### config.mk
export PLATFORM = sky130hd
export DESIGN_NAME = rr_decode_arbiter
export DESIGN_NICKNAME = d
export VERILOG_FILES = /design/src/rtl/rr_decode_arbiter_pkg.sv /design/src/rtl/rr_decode_arbiter_decoder.sv /design/src/rtl/rr_decode_arbiter.sv
export SDC_FILE = /design/constraint.sdc
export NUM_CORES = 1
export LEC_CHECK = 0
export CORE_ASPECT_RATIO = 0.8
export CORE_MARGIN = 4
export CORE_UTILIZATION = 60
export CTS_CLUSTER_DIAMETER = 80
export DETAILED_ROUTE_END_ITERATION = 12
export PLACE_DENSITY = 0.95
export SKIP_CTS_REPAIR_TIMING = 1
export SLEW_MARGIN = 20
export SYNTH_ARGS = -nofsm -noshare
export SYNTH_HDL_FRONTEND = slang
export SYNTH_SLANG_ARGS = --single-unit
export TNS_END_PERCENT = 20
### constraint.sdc
create_clock -name clk -period 4.6 [get_ports clk]
set_input_delay 0.69 -clock clk [delete_from_list [all_inputs] [get_ports clk]]
set_output_delay 0.69 -clock clk [all_outputs]
set_load 0.05 [all_outputs]
### src/rtl/rr_decode_arbiter_pkg.sv
// Shared constants and state encoding for the round-robin decode arbiter.
package rr_decode_arbiter_pkg;

  localparam int N_REQ = 8;
  localparam int IDX_W = 3;

  typedef enum logic [1:0] {
    IDLE  = 2'd0,
    GRANT = 2'd1,
    GAP   = 2'd2
  } state_e;

endpackage

### src/rtl/rr_decode_arbiter_decoder.sv
// Dataflow 3-to-8 decoder; the output is all zero whenever the enable is low.
module decoder_3to8_df
  import rr_decode_arbiter_pkg::*;
(
  output logic [N_REQ-1:0] out_o,
  input  logic [IDX_W-1:0] in_i,
  input  logic             en_i
);

  assign out_o = en_i ? (N_REQ'(1'b1) << in_i) : {N_REQ{1'b0}};

endmodule

### src/rtl/rr_decode_arbiter.sv
// Round-robin arbiter owning a shared 3-to-8 decoder: grant, hold until release,
// one-cycle break-before-make gap, then re-arbitrate from the slot after the last grantee.
module rr_decode_arbiter
  import rr_decode_arbiter_pkg::*;
#(
  parameter int TIMEOUT = 16,
  parameter int CNT_W   = 5
) (
  input  logic             clk,
  input  logic             rst_n,
  input  logic [N_REQ-1:0] req_i,
  input  logic             done_i,
  output logic [IDX_W-1:0] grant_idx_o,
  output logic             grant_en_o,
  output logic [N_REQ-1:0] grant_o,
  output logic             busy_o,
  output logic             timeout_evt_o
);

  state_e             state_q, state_d;
  logic [IDX_W-1:0]   ptr_q, ptr_d;
  logic [IDX_W-1:0]   idx_q, idx_d;
  logic               en_q, en_d;
  logic [CNT_W-1:0]   cnt_q, cnt_d;
  logic               tevt_q, tevt_d;
  logic [IDX_W:0]     pick_s;
  logic               rel_done_s, rel_drop_s, rel_to_s;

  // Scan ptr, ptr+1, ... (mod N_REQ); MSB of the result flags a hit.
  function automatic logic [IDX_W:0] rr_pick(input logic [N_REQ-1:0] req,
                                             input logic [IDX_W-1:0] ptr);
    logic [IDX_W:0]   res;
    logic [IDX_W-1:0] cand;
    res = {(IDX_W+1){1'b0}};
    for (int k = N_REQ - 1; k >= 0; k--) begin
      cand = ptr + IDX_W'(k);
      if (req[cand]) begin
        res = {1'b1, cand};
      end else begin
        res = res;
      end
    end
    return res;
  endfunction

  // Next-state and output decode.
  always_comb begin
    state_d    = state_q;
    ptr_d      = ptr_q;
    idx_d      = idx_q;
    en_d       = 1'b0;
    cnt_d      = cnt_q;
    tevt_d     = 1'b0;
    pick_s     = rr_pick(req_i, ptr_q);
    rel_done_s = done_i;
    rel_drop_s = ~req_i[idx_q];
    rel_to_s   = (TIMEOUT != 0) && (cnt_q == CNT_W'(TIMEOUT - 1));
    case (state_q)
      IDLE: begin
        if (pick_s[IDX_W]) begin
          idx_d   = pick_s[IDX_W-1:0];
          en_d    = 1'b1;
          cnt_d   = {CNT_W{1'b0}};
          state_d = GRANT;
        end else begin
          state_d = IDLE;
        end
      end
      GRANT: begin
        if (rel_done_s || rel_drop_s || rel_to_s) begin
          ptr_d   = idx_q + IDX_W'(1);
          state_d = GAP;
          tevt_d  = rel_to_s & ~rel_done_s & ~rel_drop_s;
        end else begin
          en_d  = 1'b1;
          cnt_d = (cnt_q == {CNT_W{1'b1}}) ? cnt_q : cnt_q + CNT_W'(1);
        end
      end
      GAP: begin
        state_d = IDLE;
      end
      default: begin
        state_d = IDLE;
      end
    endcase
  end

  // State and output registers.
  always_ff @(posedge clk or negedge rst_n) begin
    if (!rst_n) begin
      state_q <= IDLE;
      ptr_q   <= {IDX_W{1'b0}};
      idx_q   <= {IDX_W{1'b0}};
      en_q    <= 1'b0;
      cnt_q   <= {CNT_W{1'b0}};
      tevt_q  <= 1'b0;
    end else begin
      state_q <= state_d;
      ptr_q   <= ptr_d;
      idx_q   <= idx_d;
      en_q    <= en_d;
      cnt_q   <= cnt_d;
      tevt_q  <= tevt_d;
    end
  end

  decoder_3to8_df u_dec (
    .out_o (grant_o),
    .in_i  (idx_q),
    .en_i  (en_q)
  );

  assign grant_idx_o   = idx_q;
  assign grant_en_o    = en_q;
  assign busy_o        = en_q;
  assign timeout_evt_o = tevt_q;

endmodule

# == After elaboration in Yosys (flattened, before gate mapping) ==
# Index checks and enable logic that the tools add are counted.
# totals
regBits,15
latchBits,0
mem_bits_rw,0
mem_bits_ro,0
output_inout_bits,14
wordCells,82
memories,0
# op_classes
add_sub_neg,9
multipliers,0
n_div,0
magnitude_cmp,9
n_eq_ne,7
shift,1
muxes,39
bitwise_logic,4
reduce_logical,7
# ops
cell,count
$lt 3x4->1 const B,9
$mux 4,8
$bmux 1 s3,9
$mux 5,3
$mux 1,14
$add 3x3->3 const B,4
$pmux 5 s2,1
$mux 8,1
$ne 2x2->1 const B,4
$shl 1x3->8 const A,1
$add 3x1->3 const B,2
$add 3x2->3 const B,2
$add 5x1->5 const B,1
$eq 5x4->1 const B,1
$eq 5x5->1 const B,1
$pmux 2 s2,1
$reduce_and 2->1,2
$reduce_and 4->1,1
$and 1x1->1,2
$eq 2x1->1 const B,1
$logic_not 2->1,1
$logic_or 1x1->1,2
$mux 2,1
$not 1->1,2
other kinds (2),2

# == Logic depth before layout (Yosys ltp) ==
# Gate-level depths: netlist of run 1.
# logic_depth
depth_word,13
mapped_depth,12
ltp_nobuf,8

# == Hierarchy ==
# Synthesis of run 1 repeated with hierarchy kept, for this count alone.
# unflattened
cells_unflattened,202
hier_area_um2,1935.6
# modules_own_cells
mod,instances,cells_each,area_each_um2,seq_area_each_um2
rr_decode_arbiter,1,194,1840.5,375.4
decoder_3to8_df,1,8,95.1,0.0

# == Worst setup path before layout of run 1 ==
# OpenSTA, ideal clock, no wires.
# synth_path
path_kind,flip-flop to flip-flop
start,reg ptr_q[1]
end,reg idx_q[1] (netlist: grant_idx_o[1])
setup_time_ps,140
arrival_time_ps,2904
path_slack_ps,1555
stages_incl_launch_ff,13
n_path_buf,4
cell_sequence,dfrtp_1 -> clkbuf_1 -> inv_1 -> clkbuf_1 -> ha_1 -> buf_2 -> buf_2 -> mux2_2 -> mux4_2 -> a21oi_1 -> o31ai_1 -> a211oi_1 -> o221ai_1
# synth_via
elab_chain_cells,12
word_cells_on_any_way,32
classes_between,7 x add/sub; 24 x mux; 1 x reduce/logical
# synth_rtl
element,line_no,source
start: declaration,rr_decode_arbiter.sv:21,"logic [IDX_W-1:0] ptr_q, ptr_d;"
start signal: assignment,rr_decode_arbiter.sv:92,ptr_q <= {IDX_W{1'b0}};
start signal: assignment,rr_decode_arbiter.sv:99,ptr_q <= ptr_d;
$add 3x3->3,rr_decode_arbiter.sv:36,cand = ptr + IDX_W'(k);
$bmux 1 s3,rr_decode_arbiter.sv:37,if (req[cand]) begin
$mux 1 (not written as such),rr_decode_arbiter.sv:37,
$mux 4 (7 in a row),rr_decode_arbiter.sv:37,
$mux 4 *,rr_decode_arbiter.sv:37,
$reduce_and 2->1 (no source line),-,
end signal: assignment,rr_decode_arbiter.sv:93,idx_q <= {IDX_W{1'b0}};
end signal: assignment,rr_decode_arbiter.sv:100,idx_q <= idx_d;
end: declaration,rr_decode_arbiter.sv:22,"logic [IDX_W-1:0] idx_q, idx_d;"
# Every way passes the cells marked *; elsewhere a longest branch is shown, timed or not. The select of a mux whose other input is x is not followed.
# A chain may end at the register's enable or synchronous reset.

# == Final worst setup path of run 1 ==
# layout_path
start,reg ptr_q[1]
end,reg idx_q[0] (netlist: grant_idx_o[0])
# Same word-level chain as after synthesis.

==> metrics.txt, run 1 <==
# TYPE chip_impl_metric gauge
chip_impl_metric{name="period_needed",unit="ns"} 3.41
chip_impl_metric{name="pwr_density_cell",unit="mW/mm²"} 792
chip_impl_metric{name="cell_variety_after_synth",unit=""} 50
chip_impl_metric{name="synth_enable_flop_cells",unit=""} 0
chip_impl_metric{name="timing.fmax",unit="MHz"} 293
chip_impl_metric{name="postSynth.asyncResetShare",unit=""} 1.00
chip_impl_metric{name="synthDominantCellAreaShare",unit=""} 0.198
chip_impl_metric{name="via_count_of_the_first_global_routing_pass",unit=""} 1626
chip_impl_info{name="synth_largest_area_cell",value="dfrtp_1"} 1
chip_impl_info{name="worst_setup_path_end_kind",value="flip-flop"} 1
chip_impl_metric{name="grt_first_pass_wirelength",unit="µm"} 8030
chip_impl_info{name="crit-reg2reg-capture",value="grant_idx_o[0]$_DFFE_PN0P_"} 1
chip_impl_metric{name="syn_nets",unit=""} 226
chip_impl_metric{name="die_h",unit="µm"} 58.3
chip_impl_metric{name="hpwlAfterDp",unit="µm"} 3580
chip_impl_metric{name="die_area",unit="mm²"} 0.00414
chip_impl_metric{name="num_vias",unit=""} 1761
chip_impl_metric{name="cts.sink_count",unit=""} 15
chip_impl_metric{name="finalCritPeriodShare",unit=""} 0.742
chip_impl_metric{name="numPortBuffers",unit=""} 24
chip_impl_metric{name="power.switching_fraction",unit=""} 0.533
chip_impl_metric{name="final_antenna_net_count",unit=""} 0
chip_impl_info{name="worstReg2RegStart",value="ptr_q[1]$_DFFE_PN0P_"} 1
chip_impl_info{name="maxUsedRoutingLayer",value="met4"} 1
chip_impl_metric{name="max-slew-margin-rel",unit=""} 0.413
chip_impl_info{name="yosys-top-cells-area",value="dfrtp_1 20%, mux4_2 12%, ha_1 7.2%, mux4_1 5.5%, mux2i_1 4.2%"} 1
chip_impl_metric{name="maximum_number_of_pins_on_one_net_before_global_route_repair",unit=""} 26
chip_impl_metric{name="synth-seq-cells",unit=""} 15
chip_impl_metric{name="place_worst_setup_slack",unit="ns"} 1.33
chip_impl_info{name="run_status",value="completed"} 1
chip_impl_info{name="hold_path.class",value="reg -> reg"} 1
chip_impl_info{name="timing.hold.worst.start",value="cnt_q[3]$_DFFE_PN0P_"} 1
chip_impl_metric{name="fp.dieW",unit="µm"} 70.9
chip_impl_metric{name="static-leakage-power",unit="nW"} 0.873
chip_impl_metric{name="maxCapViolCount",unit=""} 0
chip_impl_metric{name="wl_met1",unit="µm"} 2040
chip_impl_info{name="crit_path_start_kind",value="flip-flop"} 1
chip_impl_metric{name="drt_pass1_iterations",unit=""} 5
chip_impl_metric{name="max-clock-path-buffers",unit=""} 2
chip_impl_metric{name="routedWlPerCell",unit="µm"} 19.4
chip_impl_metric{name="timing.reg2reg.setup_slack",unit="ns"} 1.19
chip_impl_info{name="min_delay_worst_endpoint",value="cnt_q[3]$_DFFE_PN0P_"} 1
chip_impl_metric{name="sequential_cell_area",unit="µm²"} 375
chip_impl_metric{name="multiInputGateArea",unit="mm²"} 0.00137
chip_impl_metric{name="power.sequential.fraction",unit=""} 0.164
chip_impl_metric{name="gr-total-overflow",unit=""} 0
chip_impl_info{name="critPathLaunch",value="ptr_q[1]$_DFFE_PN0P_"} 1
chip_impl_metric{name="share_of_total_power_in_the_clock_network",unit=""} 0.065
chip_impl_metric{name="synth-warning-count",unit=""} 0
chip_impl_metric{name="core_area",unit="mm²"} 0.00289
chip_impl_metric{name="reg2regPathDepth",unit=""} 9
chip_impl_metric{name="netlist_instances",unit=""} 204
chip_impl_metric{name="clk-insertion-delay-late",unit="ns"} 0.25
chip_impl_metric{name="num_rows",unit=""} 17
chip_impl_metric{name="gr-usage-all-layers",unit=""} 0.244
chip_impl_metric{name="holdPathStages",unit=""} 2
chip_impl_metric{name="syn_area_per_cell",unit="µm²"} 9.31
chip_impl_metric{name="finalWorstSetupSlack",unit="ns"} 1.19
chip_impl_info{name="layout.cells.most_common",value="clkdlybuf4s50_1"} 1
chip_impl_metric{name="num_antenna_cells",unit=""} 0
chip_impl_metric{name="cp_data_arrival_time",unit="ns"} 3.57
chip_impl_metric{name="postRouteWirelength",unit="µm"} 4870
chip_impl_metric{name="viasPerCell",unit=""} 7.02
chip_impl_metric{name="worst_pin_slew",unit="ns"} 0.881
chip_impl_metric{name="combinationalPowerShare",unit=""} 0.771
chip_impl_info{name="clk_root_buffer_cell",value="clkbuf_8"} 1
chip_impl_info{name="tritoncts",value="built"} 1
chip_impl_metric{name="route.detailed.drc",unit=""} 0
chip_impl_metric{name="dr_wl_met2",unit="µm"} 2230
chip_impl_metric{name="hold_viol_final",unit=""} 0
chip_impl_metric{name="gp_congestion",unit=""} 1.01
chip_impl_info{name="unrepaired_setup_endpoints_after_global_routing",value="false"} 1
chip_impl_metric{name="totalNegativeSetupSlack",unit="ns"} 0
chip_impl_metric{name="final_hold_slack",unit="ns"} 0.550
chip_impl_metric{name="cp.required",unit="ns"} 4.76
chip_impl_metric{name="cts-buffers-inserted",unit=""} 3
chip_impl_metric{name="drt_iter0_drc",unit=""} 199
chip_impl_metric{name="detailroute.wirelength.met3",unit="µm"} 533
chip_impl_metric{name="worstPathMaxFanout",unit=""} 18
chip_impl_metric{name="synth-seq-area-share",unit=""} 0.198
chip_impl_info{name="setup.worst_path.class",value="reg -> reg"} 1
chip_impl_metric{name="cts.htree.levels",unit=""} 1
chip_impl_metric{name="report.final.slew_viol_count",unit=""} 0
chip_impl_info{name="postSynth.topFlopCell",value="dfrtp_1"} 1
chip_impl_metric{name="power_report.internal_total",unit="W"} 0.000790
chip_impl_metric{name="total_power",unit="W"} 0.00169
chip_impl_metric{name="p_sw",unit="W"} 0.000901
chip_impl_metric{name="filler_cell_count",unit=""} 221
chip_impl_metric{name="num_io_pins",unit=""} 25
chip_impl_metric{name="synth_area",unit="mm²"} 0.00190
chip_impl_metric{name="layout-area-overhead-vs-synth",unit="%"} 12.4
chip_impl_metric{name="max-vdd-ir-drop",unit="mV"} 0.462
chip_impl_metric{name="initial_core_util",unit=""} 0.657
chip_impl_metric{name="initial_antenna_violation_count",unit=""} 0
chip_impl_metric{name="setup_viol",unit=""} 0
chip_impl_metric{name="design.final.nets",unit=""} 236
chip_impl_metric{name="share_of_cells_above_drive_strength_1",unit=""} 0.127
chip_impl_metric{name="worst_setup_skew_after_layout",unit="ns"} 0.00523
chip_impl_info{name="mostFrequentLayoutCells",value="24 x clkdlybuf4s50_1, 15 x dfrtp_1, 14 x nor2_1"} 1
chip_impl_metric{name="cts.clk_slew.worst_paths",unit="ns"} 0.07
-- worst max path at each step --
| stage | depth (start not counted) | slack, ns | to |
|---|---|---|---|
| floorplan | 12 | 1.56 | grant_idx_o[1]$_DFFE_PN0P_ |
| global placement | 7 | 1.46 | grant_idx_o[0]$_DFFE_PN0P_ |
| detailed placement | 9 | 1.33 | grant_idx_o[0]$_DFFE_PN0P_ |
| CTS | 9 | 1.26 | grant_idx_o[0]$_DFFE_PN0P_ |
| global route | 9 | 1.03 | grant_idx_o[0]$_DFFE_PN0P_ |
| finish | 9 | 1.19 | grant_idx_o[0]$_DFFE_PN0P_ |
-- cell usage after synthesis, types with 2 or more instances --
cell and count:
dfrtp_1 15, nor2_1 14, ha_1 11, a21oi_1 10, clkbuf_1 10, inv_1 10
mux4_2 10, nand2_1 10, and3_1 8, mux2i_1 8, o21ai_0 8, buf_2 7
mux2_2 6, and2_1 5, nand2b_1 5, nand3_1 5, nor3_1 5, a221oi_1 4
mux4_1 4, a211oi_1 3, buf_6 3, nor4_1 3, o32ai_1 3, a22o_1 2
a31oi_1 2, nor2b_1 2, nor3b_1 2, nor4b_1 2, o21bai_1 2, o221ai_1 2
or3_1 2, or3b_1 2, xnor2_1 2
-- worst max-delay path, stage by stage, from the launching register on --
cell       delay [ns]
dfrtp_1          0.33
buf_4            0.24
inv_1            0.24
ha_1             0.74
mux2i_1          0.23
mux4_2           0.56
a2111oi_4        0.31
nor3_1           0.08
or4_1            0.42
o2111ai_1        0.14
-- metal layers --
layer / up-vias / global-route usage
met5: - / 0
met4: 0 / 0.0483
met3: 13 / 0.0341
met1: 812 / 0.342
met2: 136 / 0.408
li1: 800 / -
-- registers in the layout, indices dropped and copies added (netlist names) --
register and count:
state_q 2, timeout_evt_o 1, cnt_q 5, ptr_q 3, grant_idx_o 3, busy_o 1
-- cell type report --
cell class | count | area share
Tap cell | 38 | 0.0223
Multi-Input combinational cell | 157 | 0.641
Timing Repair Buffer | 26 | 0.120
Inverter | 11 | 0.0193
Clock inverter | 1 | 0.00234
Sequential cell | 15 | 0.176
Clock buffer | 3 | 0.0193
-- cells by family after synthesis --
group                    Yosys count  synth area share
AND/OR/NAND/NOR                   67             0.190
buffers and inverters             32            0.0817
AO/OA/AOI/OAI                     46             0.179
XOR/XNOR                           3            0.0138
flip-flops                        15             0.198
adder cells (fa/ha/maj)           11            0.0725
multiplexers                      30             0.265
-- metrics by stage --
step                utilization  instances  cell area [µm²]
finish                    0.738        251             2130
global route              0.738        251             2130
CTS                       0.738        251             2130
detailed placement        0.722        247             2090
global placement          0.722        247             2090
floorplan                     -        204             1900
-- power by group through the flow --
stage	Sequential (W)	Clock, W	Combinational (W)
after floorplan	0.000290	0	0.000992
after global placement	0.000270	0	0.00123
after detailed placement	0.000275	0	0.00127
after CTS	0.000274	0.000110	0.00128
after global routing	0.000287	0.000119	0.00140
final	0.000277	0.000110	0.00130
No activity file was read; power rests on OpenSTA's default activity.
==> inputs of run 2 (changes only) <==
CORE_UTILIZATION = 56   (was 60)
PLACE_DENSITY = 0.92   (was 0.95)
clock period = 3.41 ns   (was 4.6 ns; I/O delays follow)
==> run 2 against run 1 <==
Via count increased by 3.0%. Total power increased by 36%. Register-to-register slack got worse by 0.71 ns. Global-route usage decreased by 0.44 points. Largest power group unchanged.
==> metrics.txt, run 2 (synthesis gave the netlist of run 1 again) <==
# TYPE chip_impl_metric gauge
chip_impl_metric{name="largest_register_ff_count",unit=""} 5
chip_impl_metric{name="maximum_number_of_pins_on_one_net_before_global_route_repair",unit=""} 25
chip_impl_metric{name="period_needed",unit="ns"} 2.94
chip_impl_metric{name="cts.clk_slew.worst_paths",unit="ns"} 0.06
chip_impl_info{name="unrepaired_setup_endpoints_after_global_routing",value="false"} 1
chip_impl_metric{name="post_layout_instance_area",unit="mm²"} 0.00215
chip_impl_metric{name="worst_pin_slew",unit="ns"} 0.653
chip_impl_metric{name="gr-usage-all-layers",unit=""} 0.239
chip_impl_metric{name="hpwlAfterDp",unit="µm"} 3620
chip_impl_info{name="timing.critical_path.cells",value="inv_1 -> ha_1 -> mux2i_1 -> mux4_2 -> a2111oi_4 -> nor3_1 -> or4_1 -> o2111ai_1"} 1
chip_impl_metric{name="num_rows",unit=""} 18
chip_impl_metric{name="report.final.slew_viol_count",unit=""} 0
chip_impl_metric{name="max-slew-margin-rel",unit=""} 0.563
chip_impl_metric{name="worst_setup_skew_after_layout",unit="ns"} 0.000782
chip_impl_metric{name="finalCritPeriodShare",unit=""} 0.861
chip_impl_metric{name="route.detailed.drc",unit=""} 0
chip_impl_info{name="top_register",value="cnt_q"} 1
chip_impl_metric{name="multiInputGateArea",unit="mm²"} 0.00137
chip_impl_metric{name="final_antenna_net_count",unit=""} 0
chip_impl_metric{name="num_antenna_cells",unit=""} 0
chip_impl_metric{name="max-vdd-ir-drop",unit="mV"} 0.499
chip_impl_info{name="worst_setup_path_end_kind",value="flip-flop"} 1
chip_impl_metric{name="fp.dieW",unit="µm"} 73.1
chip_impl_metric{name="initial_core_util",unit=""} 0.598
chip_impl_metric{name="layout-area-overhead-vs-synth",unit="%"} 13.3
chip_impl_metric{name="maxCapViolCount",unit=""} 0
chip_impl_metric{name="share_of_cells_above_drive_strength_1",unit=""} 0.135
chip_impl_info{name="slowest_stage",value="ha_1"} 1
chip_impl_metric{name="clk-insertion-delay-late",unit="ns"} 0.24
chip_impl_metric{name="routedWlPerCell",unit="µm"} 19.7
chip_impl_info{name="hold_path.class",value="reg -> reg"} 1
chip_impl_metric{name="static-leakage-power",unit="nW"} 0.882
chip_impl_metric{name="via_count_of_the_first_global_routing_pass",unit=""} 1659
chip_impl_metric{name="postPlaceCellArea",unit="mm²"} 0.00211
chip_impl_metric{name="pwr_density_cell",unit="mW/mm²"} 1070
chip_impl_metric{name="gp_congestion",unit=""} 0.887
chip_impl_metric{name="timing.fmax",unit="MHz"} 341
chip_impl_metric{name="critPathBufInv",unit=""} 1
chip_impl_metric{name="gr-total-overflow",unit=""} 0
chip_impl_info{name="run_status",value="completed"} 1
chip_impl_metric{name="cts.htree.levels",unit=""} 1
chip_impl_metric{name="die_area",unit="mm²"} 0.00439
chip_impl_metric{name="sequential_cell_area",unit="µm²"} 375
chip_impl_metric{name="totalNegativeSetupSlack",unit="ns"} 0
chip_impl_metric{name="setup_viol",unit=""} 0
chip_impl_metric{name="postRouteWirelength",unit="µm"} 5030
chip_impl_info{name="mostFrequentLayoutCells",value="24 x clkdlybuf4s50_1, 15 x dfrtp_1, 14 x nor2_1"} 1
chip_impl_metric{name="num_io_pins",unit=""} 25
chip_impl_metric{name="num_vias",unit=""} 1813
chip_impl_metric{name="hold_viol_final",unit=""} 0
chip_impl_metric{name="cp_data_arrival_time",unit="ns"} 3.10
chip_impl_metric{name="filler_cell_count",unit=""} 235
chip_impl_metric{name="die_h",unit="µm"} 60.1
chip_impl_info{name="critical_path.top_delay_family",value="multiplexers"} 1
chip_impl_info{name="setup.worst_path.class",value="reg -> reg"} 1
chip_impl_info{name="layout.cells.most_common",value="clkdlybuf4s50_1"} 1
chip_impl_metric{name="drt_iter0_drc",unit=""} 244
chip_impl_metric{name="drt_pass1_iterations",unit=""} 7
chip_impl_metric{name="max-clock-path-buffers",unit=""} 2
chip_impl_metric{name="core_area",unit="mm²"} 0.00318
chip_impl_info{name="crit_path_start_kind",value="flip-flop"} 1
chip_impl_info{name="tritoncts",value="built"} 1
chip_impl_info{name="clk_root_buffer_cell",value="clkbuf_8"} 1
chip_impl_metric{name="numPortBuffers",unit=""} 24
chip_impl_metric{name="viasPerCell",unit=""} 7.11
chip_impl_metric{name="cp.required",unit="ns"} 3.57
chip_impl_metric{name="grt_first_pass_wirelength",unit="µm"} 8310
chip_impl_metric{name="max_stage_delay",unit="ns"} 0.69
chip_impl_metric{name="design.final.nets",unit=""} 238
chip_impl_metric{name="worstPathMaxFanout",unit=""} 14
chip_impl_metric{name="cts-buffers-inserted",unit=""} 3
chip_impl_metric{name="initial_antenna_violation_count",unit=""} 0
chip_impl_metric{name="cts.sink_count",unit=""} 15
run 2: cell types whose count changed in the layout (fill, tap and decap cells not counted):
| cell | change |
|---|---|
| buf_4 | +2 |
run 2: path summary, 6_finish.rpt:
check                                     startpoint                          to  slack, ns  cells past startpoint
min in group asynchronous                      rst_n            busy_o$_DFF_PN0_       0.67                      1
worst max register to register  ptr_q[0]$_DFFE_PN0P_  grant_idx_o[0]$_DFFE_PN0P_       0.47                      8
worst min-delay path            cnt_q[4]$_DFFE_PN0P_        cnt_q[4]$_DFFE_PN0P_       0.55                      1
worst max-delay path            ptr_q[0]$_DFFE_PN0P_  grant_idx_o[0]$_DFFE_PN0P_       0.47                      8
max in group asynchronous                      rst_n        cnt_q[1]$_DFFE_PN0P_       2.33                      1
worst min register to register  cnt_q[4]$_DFFE_PN0P_        cnt_q[4]$_DFFE_PN0P_       0.55                      1
run 2: per-layer routing:
| layer | GRT usage | wire length (µm) | up-vias |
|---|---|---|---|
| met4 | 0.0737 | 106 | 0 |
| li1 | - | - | 800 |
| met1 | 0.347 | 2120 | 855 |
| met3 | 0.0521 | 581 | 16 |
| met2 | 0.354 | 2220 | 142 |
| met5 | 0 | 0 | - |
run 2: through the flow:
step | hold WS [ns] | power (W) | util | worst slack (ns) | instances
after floorplan | 0.216 | 0.00173 | - | 0.365 | 204
after global placement | 0.527 | 0.00205 | 0.663 | 0.383 | 251
after detailed placement | 0.525 | 0.00210 | 0.663 | 0.372 | 251
after CTS | 0.544 | 0.00225 | 0.678 | 0.529 | 255
after global routing | 0.575 | 0.00246 | 0.678 | 0.309 | 255
final | 0.546 | 0.00230 | 0.678 | 0.473 | 255
run 2: report_power, final:
group	internal (W)	total [W]	switching [W]	leakage [nW]
logic	0.000754	0.00180	0.00104	0.668
registers	0.000245	0.000358	0.000112	0.188
clock network	0.0000808	0.000142	0.0000610	0.0255
run 2: cell type report:
cell class	count	area share
flip-flops and latches	15	0.174
clock inverters	1	0.00233
well taps	40	0.0233
multi-input cells	157	0.636
inverters	11	0.0192
clock buffers	3	0.0192
repair buffers	28	0.126
